<file path="config.mk">
export PLATFORM = sky130hd
export DESIGN_NAME = fpga_config_loader
export DESIGN_NICKNAME = d
export VERILOG_FILES = /design/src/rtl/fpga_config_loader.sv
export SDC_FILE = /design/constraint.sdc
export NUM_CORES = 1
export LEC_CHECK = 0
export BUFFER_PORTS_ARGS = -buffer_cell sky130_fd_sc_hd__buf_2
export CELL_PAD_IN_SITES_DETAIL_PLACEMENT = 1
export CELL_PAD_IN_SITES_GLOBAL_PLACEMENT = 1
export CORE_UTILIZATION = 39
export DETAILED_ROUTE_END_ITERATION = 10
export GPL_ROUTABILITY_DRIVEN = 0
export HOLD_SLACK_MARGIN = 0.12
export PLACE_DENSITY = 0.76
export SLEW_MARGIN = 20
export SYNTH_ARGS = -nofsm -noshare
export SYNTH_HDL_FRONTEND = slang
export SYNTH_SLANG_ARGS = --single-unit
</file>
<file path="constraint.sdc">
create_clock -name clock -period 7.6 [get_ports clock]
set_input_delay 0.38 -clock clock [delete_from_list [all_inputs] [get_ports clock]]
set_output_delay 0.38 -clock clock [all_outputs]
set_load 0.03 [all_outputs]
</file>
<file path="src/rtl/fpga_config_loader.sv">
// rtl/fpga_config_loader.sv - Packs bitstream words into fabric frames, strobes them in, then arms the fabric.
module fpga_config_loader #(
    parameter int FRAME_W    = 224,
    parameter int NUM_FRAMES = 43,
    parameter int WORD_W     = 32,
    parameter int SETTLE_CYC = 10,
    localparam int IDX_W     = (NUM_FRAMES > 1) ? $clog2(NUM_FRAMES) : 1
) (
    input  logic                  clock,
    input  logic                  rst,
    input  logic                  start,
    input  logic                  abort,
    input  logic [WORD_W-1:0]     cfg_data,
    input  logic                  cfg_valid,
    output logic                  cfg_ready,
    output logic [FRAME_W-1:0]    configs_in,
    output logic [NUM_FRAMES-1:0] configs_en,
    output logic                  ff_en,
    output logic                  rdy,
    output logic                  busy,
    output logic [IDX_W-1:0]      frame_idx
);

    localparam int WPF  = (FRAME_W + WORD_W - 1) / WORD_W;
    localparam int WC_W = (WPF > 1) ? $clog2(WPF) : 1;
    localparam int SC_W = (SETTLE_CYC > 1) ? $clog2(SETTLE_CYC) : 1;

    localparam logic [WC_W-1:0]  LAST_WORD   = WC_W'(WPF - 1);
    localparam logic [IDX_W-1:0] LAST_FRAME  = IDX_W'(NUM_FRAMES - 1);
    localparam logic [SC_W-1:0]  LAST_SETTLE = SC_W'(SETTLE_CYC - 1);

    typedef enum logic [2:0] {
        S_IDLE,
        S_LOAD,
        S_SETUP,
        S_STROBE,
        S_HOLD,
        S_SETTLE,
        S_ARM,
        S_DONE
    } state_t;

    state_t          state;
    logic [WC_W-1:0] word_cnt;
    logic [SC_W-1:0] settle_cnt;

    always_ff @(posedge clock or posedge rst) begin
        if (rst) begin
            state      <= S_IDLE;
            word_cnt   <= '0;
            settle_cnt <= '0;
            frame_idx  <= '0;
            cfg_ready  <= 1'b0;
            configs_in <= '0;
            configs_en <= '0;
            ff_en      <= 1'b0;
            rdy        <= 1'b0;
            busy       <= 1'b0;
        end else if (abort && state != S_IDLE) begin
            // configs_in is deliberately left alone; the fabric ignores it without a strobe
            state      <= S_IDLE;
            word_cnt   <= '0;
            settle_cnt <= '0;
            frame_idx  <= '0;
            cfg_ready  <= 1'b0;
            configs_en <= '0;
            ff_en      <= 1'b0;
            rdy        <= 1'b0;
            busy       <= 1'b0;
        end else begin
            case (state)
                S_IDLE, S_DONE: begin
                    if (start) begin
                        state     <= S_LOAD;
                        word_cnt  <= '0;
                        frame_idx <= '0;
                        cfg_ready <= 1'b1;
                        ff_en     <= 1'b0;
                        rdy       <= 1'b0;
                        busy      <= 1'b1;
                    end
                end
                S_LOAD: begin
                    if (cfg_valid && cfg_ready) begin
                        // Bits of the last word beyond FRAME_W fall outside the loop and are dropped
                        for (int i = 0; i < FRAME_W; i++) begin
                            if (word_cnt == WC_W'(i / WORD_W)) begin
                                configs_in[i] <= cfg_data[i % WORD_W];
                            end
                        end
                        if (word_cnt == LAST_WORD) begin
                            state     <= S_SETUP;
                            cfg_ready <= 1'b0;
                        end else begin
                            word_cnt <= word_cnt + WC_W'(1);
                        end
                    end
                end
                S_SETUP: begin
                    state      <= S_STROBE;
                    configs_en <= NUM_FRAMES'(1) << frame_idx;
                end
                S_STROBE: begin
                    state      <= S_HOLD;
                    configs_en <= '0;
                end
                S_HOLD: begin
                    if (frame_idx == LAST_FRAME) begin
                        state      <= S_SETTLE;
                        settle_cnt <= '0;
                    end else begin
                        state     <= S_LOAD;
                        frame_idx <= frame_idx + IDX_W'(1);
                        word_cnt  <= '0;
                        cfg_ready <= 1'b1;
                    end
                end
                S_SETTLE: begin
                    if (settle_cnt == LAST_SETTLE) begin
                        state <= S_ARM;
                        ff_en <= 1'b1;
                    end else begin
                        settle_cnt <= settle_cnt + SC_W'(1);
                    end
                end
                S_ARM: begin
                    state <= S_DONE;
                    rdy   <= 1'b1;
                    busy  <= 1'b0;
                end
                default: begin
                    state <= S_IDLE;
                end
            endcase
        end
    end

endmodule
</file>
==> results of run 1 <==
kinds of logic after synthesis:
kind of cell / share of synthesized area (%)
simple gates: 5.826
buf+inv: 3.944
xor+xnor: 0.2209
compound gates: 4.322
fa+ha+maj: 1.367
mux: 23.96
flops: 60.36
area by class of cell:
type                            instances  area (um2)  share of cell area (%)
Antenna cell                            1       2.502                 0.01693
Sequential cell                       287        7182                   48.60
Timing Repair Buffer                  322        1649                   11.16
Multi-Input combinational cell        462        4269                   28.89
Inverter                               16       63.81                  0.4318
Clock buffer                           46       965.9                   6.537
Clock inverter                         11       156.4                   1.058
Tap cell                              390       488.0                   3.302
worst register-to-register path, cell delays in order, from the launching register on:
cell and delay (ns):
dfrtp_1 0.75, or3b_4 0.53, nor3_4 0.80, buf_4 0.43, mux2_2 0.39
power by group through the flow:
stage	clock (W)	sequential, W	combinational, W
final	0.00162	0.00192	0.00131
after global routing	0.00173	0.00195	0.00140
after CTS	0.00167	0.00192	0.00132
after detailed placement	0	0.00194	0.00132
after global placement	0	0.00192	0.00129
after floorplan	0	0.00229	0.000555
path summary, 6_finish.rpt:
kind / end / depth (start not counted)
setup / recovery: configs_in[197] / 4
hold / removal: configs_in[34] / 2
setup reg to reg: configs_in[197] / 4
hold reg to reg: configs_en[10] / 2
max in group asynchronous: ff_en / 5
min in group asynchronous: configs_in[120] / 4
metrics by stage:
step,cell area [um2],setup slack (ns),hold slack (ns),instances,power (W)
after floorplan,11900,3.415,0.5147,808,0.002849
after global placement,13640,4.655,0.4555,1476,0.003213
after detailed placement,13640,4.536,0.4647,1476,0.003255
after CTS,14770,4.528,0.1746,1534,0.004907
after global routing,14770,4.388,0.1969,1534,0.005073
final,14780,4.567,0.1969,1535,0.004844
sequential cells by signal, indices dropped and copies added (netlist names):
name and flops:
frame_idx 6, cfg_ready 1, settle_cnt 4, word_cnt 3, busy 1, configs_en 43, ff_en 1, state 3
configs_in 224, rdy 1
layer usage:
metal	global-route usage (%)	up-vias	wire length (um)
li1	-	3492	-
met1	26.82	4035	13620
met2	35.77	223	16250
met3	4.188	56	1610
met4	6.573	0	818
met5	0	-	0
placed cells by master (no fill, tap or decap), types with 6 or more instances in the layout:
cell,n
a21oi_1,9
buf_2,313
buf_4,7
clkbuf_16,34
clkbuf_8,7
dfrtp_1,287
ha_1,13
inv_1,15
mux2_1,30
mux2_2,136
mux2_4,64
nand2_1,51
nand3_1,16
nor2_1,18
nor3_1,6
o21ai_0,35
o31ai_1,10
what timing repair did:
action,CTS,global route
endpoints found under the setup margin,0,0
hold buffers,1,0
hold endpoints to repair,48,0
Yosys cell counts (4+ instances only):
library cell / number / share of area [%]
buf_4: 5 / 0.32
a31oi_1: 4 / 0.21
nor2_1: 18 / 0.57
or3_1: 5 / 0.26
a21oi_1: 10 / 0.42
buf_6: 12 / 1.1
buf_2: 6 / 0.25
inv_1: 16 / 0.50
nor3_1: 6 / 0.25
o21ai_0: 35 / 1.5
o31ai_1: 10 / 0.63
mux2_2: 136 / 13
clkbuf_1: 10 / 0.32
nand3_1: 16 / 0.67
buf_12: 6 / 1.0
and2_1: 4 / 0.21
dfrtp_1: 287 / 60
nand2_1: 52 / 1.6
mux2_1: 30 / 2.8
ha_1: 13 / 1.4
mux2_4: 64 / 8.1
o22ai_1: 4 / 0.21
==> flow_summary.ini, run 1 <==
[finish]
drive_above_1_share_pct = 51.40
nets = 1173
final_util_pct = 49.59
synthToLayoutAreaGrowth_pct = 24.20
fillerInstances = 3102

[synth]
synth_edf_count = 0
syn_avg_cell_area_um2 = 14.72
syn_nets = 858
synthFlopType = dfrtp_1
ys_ff_latch = 287
synth_area_um2 = 11900
syn-instance-count = 808
seq_area_frac_synth_pct = 60.36
yosys_warnings = 0
synth_cell_types = 61
ys_async_sr_fraction_pct = 100.0

[timing]
max_freq_mhz = 329.8
min_period_over_period_pct = 39.90
setup_viol = 0
report.final.slew_viol_count = 0
tightestPinTransition_ns = 1.026
rsz0062_at_grt = no
finalClockSkew_ns = 0.01101
hold_viol_final = 0
relSlewSlack_pct = 31.60
setup-tns-final_ns = 0
finalCriticalPeriod_ns = 3.033

[floorplan]
dieWidth_um = 176.7
core-area_um2 = 29800
rows = 63
io_pins = 314
initial_utilization_pct = 39.93
dieArea_um2 = 31210
die_h_um = 176.7

[power]
seqPwrFrac_pct = 39.6
pwr-share-clk_pct = 33.4
combPwrFrac_pct = 27.0
power.leakage_nw = 8.066
power_switching_w = 0.001649
p_int_w = 0.003195
swShare_pct = 34.05
irDropWorstVdd_mv = 0.1446
pwr_density_cell_nw_per_um2 = 327.8

[setup_path]
required_ns = 7.98
critPathMaxStageDelay_ns = 0.80
path_delay_family = simple AND/OR/NAND/NOR gates
worstPathCellList = or3b_4, nor3_4, buf_4, mux2_2
cp_slowest_cell = nor3_4
timing.rr.start = state[0]
worst-path-buf-inv = 1
cp-startpoint = state[0]
r2r_slack_ns = 4.57
end_kind = register
crit_fanout = 24
startpoint_type = register
crit_type = register to register
worst_ep_arrival_time_ns = 3.41

[cts]
post_cts_buffers = 0
insertion_delay_ns = 0.50
root_buffer = clkbuf_16
cts_buffer_depth = 3
path_clk_slew_ns = 0.06
cts_max_level = 2
cts_buffers = 34
cts_tree = built
cts_sinks = 287
post_cts_resized = 0

[global_routing]
grt_use_total_pct = 21.00
grt_overflow = 0
grt_pass1_wl_mm = 50.57
antenna_found_initial = 1
grt_max_degree = 168
grt_pass1_vias = 8378

[routing]
ant_nets = 0
via_per_inst = 5.085
drt_iter0_markers = 310
drc = 0
wirelength_mm = 32.30
avgRoutedWirePerCell_um = 21.04
first_pass_iters = 5
num_vias = 7806

[worst_hold_path]
hold_start = cfg_data[2]
hold_path_class = input port to register

[job]
maxCapViolCount = 0

[placed_design]
io_buffers = 313
post-dp-hpwl_mm = 21.86

[run_status]
status = complete, no violations
No activity file was read; power rests on OpenSTA's default activity.
==> run 2, diff against run 1 <==
==> constraint.sdc (replaced) <==
create_clock -name clock -period 2.6 [get_ports clock]
set_input_delay 0.13 -clock clock [delete_from_list [all_inputs] [get_ports clock]]
set_output_delay 0.13 -clock clock [all_outputs]
set_load 0.03 [all_outputs]
==> flow_summary.ini, run 2 (synthesis gave the netlist of run 1 again) <==
[run_status]
status = complete, no violations

[finish]
fin_area_um2 = 15350
largest_reg_flops = 224
nets = 1229
final_common_cell = buf_2
fillerInstances = 3102
drive_above_1_share_pct = 51.25
largest-register = configs_in
synthToLayoutAreaGrowth_pct = 29.06
final_cells = 1594
reg_top3 = configs_in x224, configs_en x43, frame_idx x6
layout_common_cells = buf_2, dfrtp_1, mux2_2, mux2_4, nand2_1
n_antenna_cell = 0

[cts]
cts_buffer_depth = 3
insertion_delay_ns = 0.57
cts_buffers = 31
post_cts_buffers = 0
root_buffer = clkbuf_16
cts_hold_buf = 35
path_clk_slew_ns = 0.06
cts_max_level = 1
cts_sinks = 287
cts_tree = built
post_cts_resized = 0

[global_routing]
grt_pass1_wl_mm = 52.70
grt_use_total_pct = 21.68
grt_max_degree = 55
antenna_found_initial = 0
grt_overflow = 0
grt_pass1_vias = 8710

[floorplan]
die_h_um = 176.7
initial_utilization_pct = 39.93
io_pins = 314
dieArea_um2 = 31210
rows = 63
core-area_um2 = 29800
dieWidth_um = 176.7

[job]
maxCapViolCount = 0

[power]
pwr_density_cell_nw_per_um2 = 915.8
power.leakage_nw = 8.326
irDropWorstVdd_mv = 0.5372

[routing]
first_pass_iters = 5
drc = 0
avgRoutedWirePerCell_um = 20.97
num_vias = 8059
drt_iter0_markers = 359
via_per_inst = 5.056
ant_nets = 0
wirelength_mm = 33.43

[setup_path]
critPathMaxStageDelay_ns = 0.77
cp-startpoint = state[0]
required_ns = 3.05
worstPathCellList = buf_4, nor2b_1, o21ai_1, or4b_1, o41ai_1
startpoint_type = register
crit_type = register to register
timing.rr.start = state[0]
end_kind = register
crit_fanout = 16
cp_slowest_cell = or4b_1
worst_ep_arrival_time_ns = 2.71

[placed_design]
dp_cells = 1501
dpl_cell_area_um2 = 13950
io_buffers = 313
post-dp-hpwl_mm = 22.80

[timing]
setup_viol = 0
tightestPinTransition_ns = 0.8199
finalCriticalPeriod_ns = 2.265
max_freq_mhz = 441.6
finalClockSkew_ns = 0.01854
min_period_over_period_pct = 87.10
rsz0062_at_grt = no
holdWs_ns = 0.2598
hold_viol_final = 0
report.final.slew_viol_count = 0
relSlewSlack_pct = 45.22

[worst_hold_path]
hold_path_class = input port to asynchronous set/reset pin
-- run 2: changes by cell type in the layout (fill, tap and decap cells not counted), sizes merged --
cell         previous run  this run
diode                   1         0
clkinv                  5        11
inv                    18        16
clkbuf                 46        41
dlygate4sd3             1        35
clkinvlp                1         4
bufinv                  3         2
buf                   321       346
-- run 2: layout make-up --
type                       instances  area, um2  share of cell area [%]
tap                              390      488.0                   3.178
sequential                       287       7182                   46.77
multi-input combinational        462       4264                   27.77
clock buffer                      41      893.4                   5.818
clock inverter                    17      161.4                   1.051
inverter                          16      63.81                  0.4156
timing repair buffer             381       2302                   14.99
-- run 2: path summary, 6_finish.rpt --
path | to | slack, ns | cells past startpoint
worst max-delay path | configs_en[4] | 0.34 | 5
worst min-delay path | configs_in[122] | 0.26 | 3
worst max register to register | configs_en[4] | 0.34 | 5
worst min register to register | configs_en[38] | 0.47 | 2
max in group asynchronous | configs_en[10] | 1.51 | 4
min in group clock | state[0] | 0.38 | 5
-- run 2: stage by stage --
stage | setup WS (ns) | total power, W | TNS (ns) | util, %
6_report | 0.3354 | 0.01406 | 0 | 51.53
5_1_grt | 0.1710 | 0.01470 | 0 | 51.53
4_1_cts | 0.3242 | 0.01422 | 0 | 51.53
3_5_place_dp | 0.3608 | 0.009643 | 0 | 46.82
3_3_place_gp | 0.4433 | 0.009499 | 0 | 46.82
2_1_floorplan | -1.335 | 0.008328 | -383.21 | -
-- run 2: metal layers --
metal	up-vias	wire, um	GRT usage, %
met3	67	1592	3.458
met2	227	16690	36.99
met5	-	0	0
li1	3626	-	-
met4	0	955	6.789
met1	4139	14190	28.19
-- run 2: power breakdown --
part / total, W / switching [W] / internal, W
registers: 0.00552 / 0.000420 / 0.00510
clock network: 0.00447 / 0.00185 / 0.00262
logic: 0.00406 / 0.00262 / 0.00145
-- run 2: critical path, delay by kind of cell (launching register included) --
| kind | cells | cell delay [ns] |
|---|---|---|
| AOI/OAI and AO/OA | 2 | 0.65 |
| buffers and inverters | 1 | 0.18 |
| and+or+nand+nor | 2 | 0.90 |
| DFF | 1 | 0.41 |
==> run 3, diff against run 2 <==
--- a/config.mk
+++ b/config.mk
@@ -8,11 +8,12 @@
 export BUFFER_PORTS_ARGS = -buffer_cell sky130_fd_sc_hd__buf_2
 export CELL_PAD_IN_SITES_DETAIL_PLACEMENT = 1
 export CELL_PAD_IN_SITES_GLOBAL_PLACEMENT = 1
+export CORE_ASPECT_RATIO = 1.1
 export CORE_UTILIZATION = 39
 export DETAILED_ROUTE_END_ITERATION = 10
 export GPL_ROUTABILITY_DRIVEN = 0
-export HOLD_SLACK_MARGIN = 0.12
-export PLACE_DENSITY = 0.76
+export HOLD_SLACK_MARGIN = 0.1
+export PLACE_DENSITY = 0.77
 export SLEW_MARGIN = 20
 export SYNTH_ARGS = -nofsm -noshare
 export SYNTH_HDL_FRONTEND = slang
==> flow_summary.ini, run 3 (synthesis gave the netlist of run 1 again) <==
[timing]
hold_viol_final = 0
report.final.slew_viol_count = 0
tightestPinTransition_ns = 0.8424
setup_viol = 0
finalCriticalPeriod_ns = 2.255
max_freq_mhz = 443.5
setup-tns-final_ns = 0
relSlewSlack_pct = 43.47
rsz0062_at_grt = no
finalClockSkew_ns = 0.01911
min_period_over_period_pct = 86.72

[setup_path]
crit_type = register to register
worst_ep_arrival_time_ns = 2.69
worstPathCellList = inv_1, ha_1, nand3b_1, nor3_2, nor4_2, mux2_2
crit_fanout = 6
end_kind = register
path_delay_family = simple AND/OR/NAND/NOR gates
worst-path-buf-inv = 1
required_ns = 3.04
startpoint_type = register
cp_slowest_cell = dfrtp_1
critPathMaxStageDelay_ns = 0.46

[power]
irDropWorstVdd_mv = 0.5995
finalPower_w = 0.01458
pwr_density_cell_nw_per_um2 = 946.3
power.leakage_nw = 8.321

[global_routing]
grt_use_total_pct = 21.63
antenna_found_initial = 0
grt_max_degree = 116
grt_overflow = 0
grt_pass1_vias = 8696
grt_pass1_wl_mm = 52.38

[floorplan]
io_pins = 314
rows = 66
dieArea_um2 = 31210
initial_utilization_pct = 39.91
dieWidth_um = 168.5
core-area_um2 = 29810
die_h_um = 185.2

[finish]
largest-register = configs_in
reg_top3 = configs_in x224, configs_en x43, frame_idx x6
fillerInstances = 3049
final_common_cell = buf_2
nets = 1222
synthToLayoutAreaGrowth_pct = 29.51
n_antenna_cell = 0
largest_reg_flops = 224
drive_above_1_share_pct = 51.00
layout_common_cells = buf_2, dfrtp_1, mux2_2, mux2_4, nand2_1

[cts]
post_cts_buffers = 0
cts_buffers = 30
cts_sinks = 287
cts_tree = built
post_cts_resized = 0
cts_buffer_depth = 3
insertion_delay_ns = 0.57
path_clk_slew_ns = 0.07
cts_max_level = 1
cts_hold_buf = 35
root_buffer = clkbuf_16

[routing]
wirelength_mm = 33.74
ant_nets = 0
drc = 0
num_vias = 7996
avgRoutedWirePerCell_um = 21.03
via_per_inst = 4.985
first_pass_iters = 4
drt_iter0_markers = 281

[worst_hold_path]
hold_path_class = input port to asynchronous set/reset pin

[placed_design]
io_buffers = 313
post-dp-hpwl_mm = 22.54

[run_status]
status = complete, no violations

[job]
maxCapViolCount = 0
-- run 3: per-stage QoR --
| step | hold slack (ns) | area (um2) | cells | worst slack (ns) | utilization [%] |
|---|---|---|---|---|---|
| 2_1_floorplan | 0.2647 | 11900 | 808 | -1.335 | - |
| 3_3_place_gp | 0.2619 | 13890 | 1513 | 0.4134 | 46.59 |
| 3_5_place_dp | 0.2702 | 13890 | 1513 | 0.3470 | 46.59 |
| 4_1_cts | 0.2275 | 15410 | 1604 | 0.3229 | 51.69 |
| 5_1_grt | 0.2809 | 15410 | 1604 | 0.2327 | 51.69 |
| 6_report | 0.2495 | 15410 | 1604 | 0.3452 | 51.69 |
-- run 3: worst paths after layout --
check	from	endpoint	slack, ns	depth (start not counted)
max	frame_idx[0]	word_cnt[0]	0.35	6
min	rst	configs_in[25]	0.25	4
max reg2reg	frame_idx[0]	word_cnt[0]	0.35	6
min reg2reg	configs_en[3]	configs_en[3]	0.48	2
max in group asynchronous	rst	configs_in[42]	1.67	5
min in group clock	cfg_valid	state[1]	0.33	5
-- run 3: layout make-up --
type / instances / area [um2] / share of cell area, %
Clock buffer: 35 / 809.5 / 5.254
Tap cell: 408 / 510.5 / 3.313
Timing Repair Buffer: 375 / 2220 / 14.41
Clock inverter: 21 / 359.1 / 2.330
Multi-Input combinational cell: 462 / 4264 / 27.67
Inverter: 16 / 63.81 / 0.4141
Sequential cell: 287 / 7182 / 46.61
-- run 3: where the power goes --
part | switching, W | leakage [nW] | internal [W] | total (W)
clock network | 0.00188 | 0.563 | 0.00313 | 0.00501
registers | 0.000445 | 3.92 | 0.00510 | 0.00555
logic | 0.00261 | 3.83 | 0.00141 | 0.00402
total | 0.00493 | 8.32 | 0.00965 | 0.0146
-- run 3: worst reg2reg max path: cells and delay by family (launching register included) --
family | cells | cell delay, ns
buffers and inverters | 1 | 0.13
adder cells (fa/ha/maj) | 1 | 0.30
multiplexers | 1 | 0.39
flip-flops | 1 | 0.46
AND/OR/NAND/NOR | 3 | 0.86
-- run 3: routing by layer --
layer	share of wire (%)	routed length, um	vias to the layer above	global-route usage [%]
met4	2.3	761	0	6.218
met5	0	0	-	0
met2	51	17330	233	38.31
li1	-	-	3583	-
met3	5.3	1788	50	4.017
met1	41	13860	4130	26.91
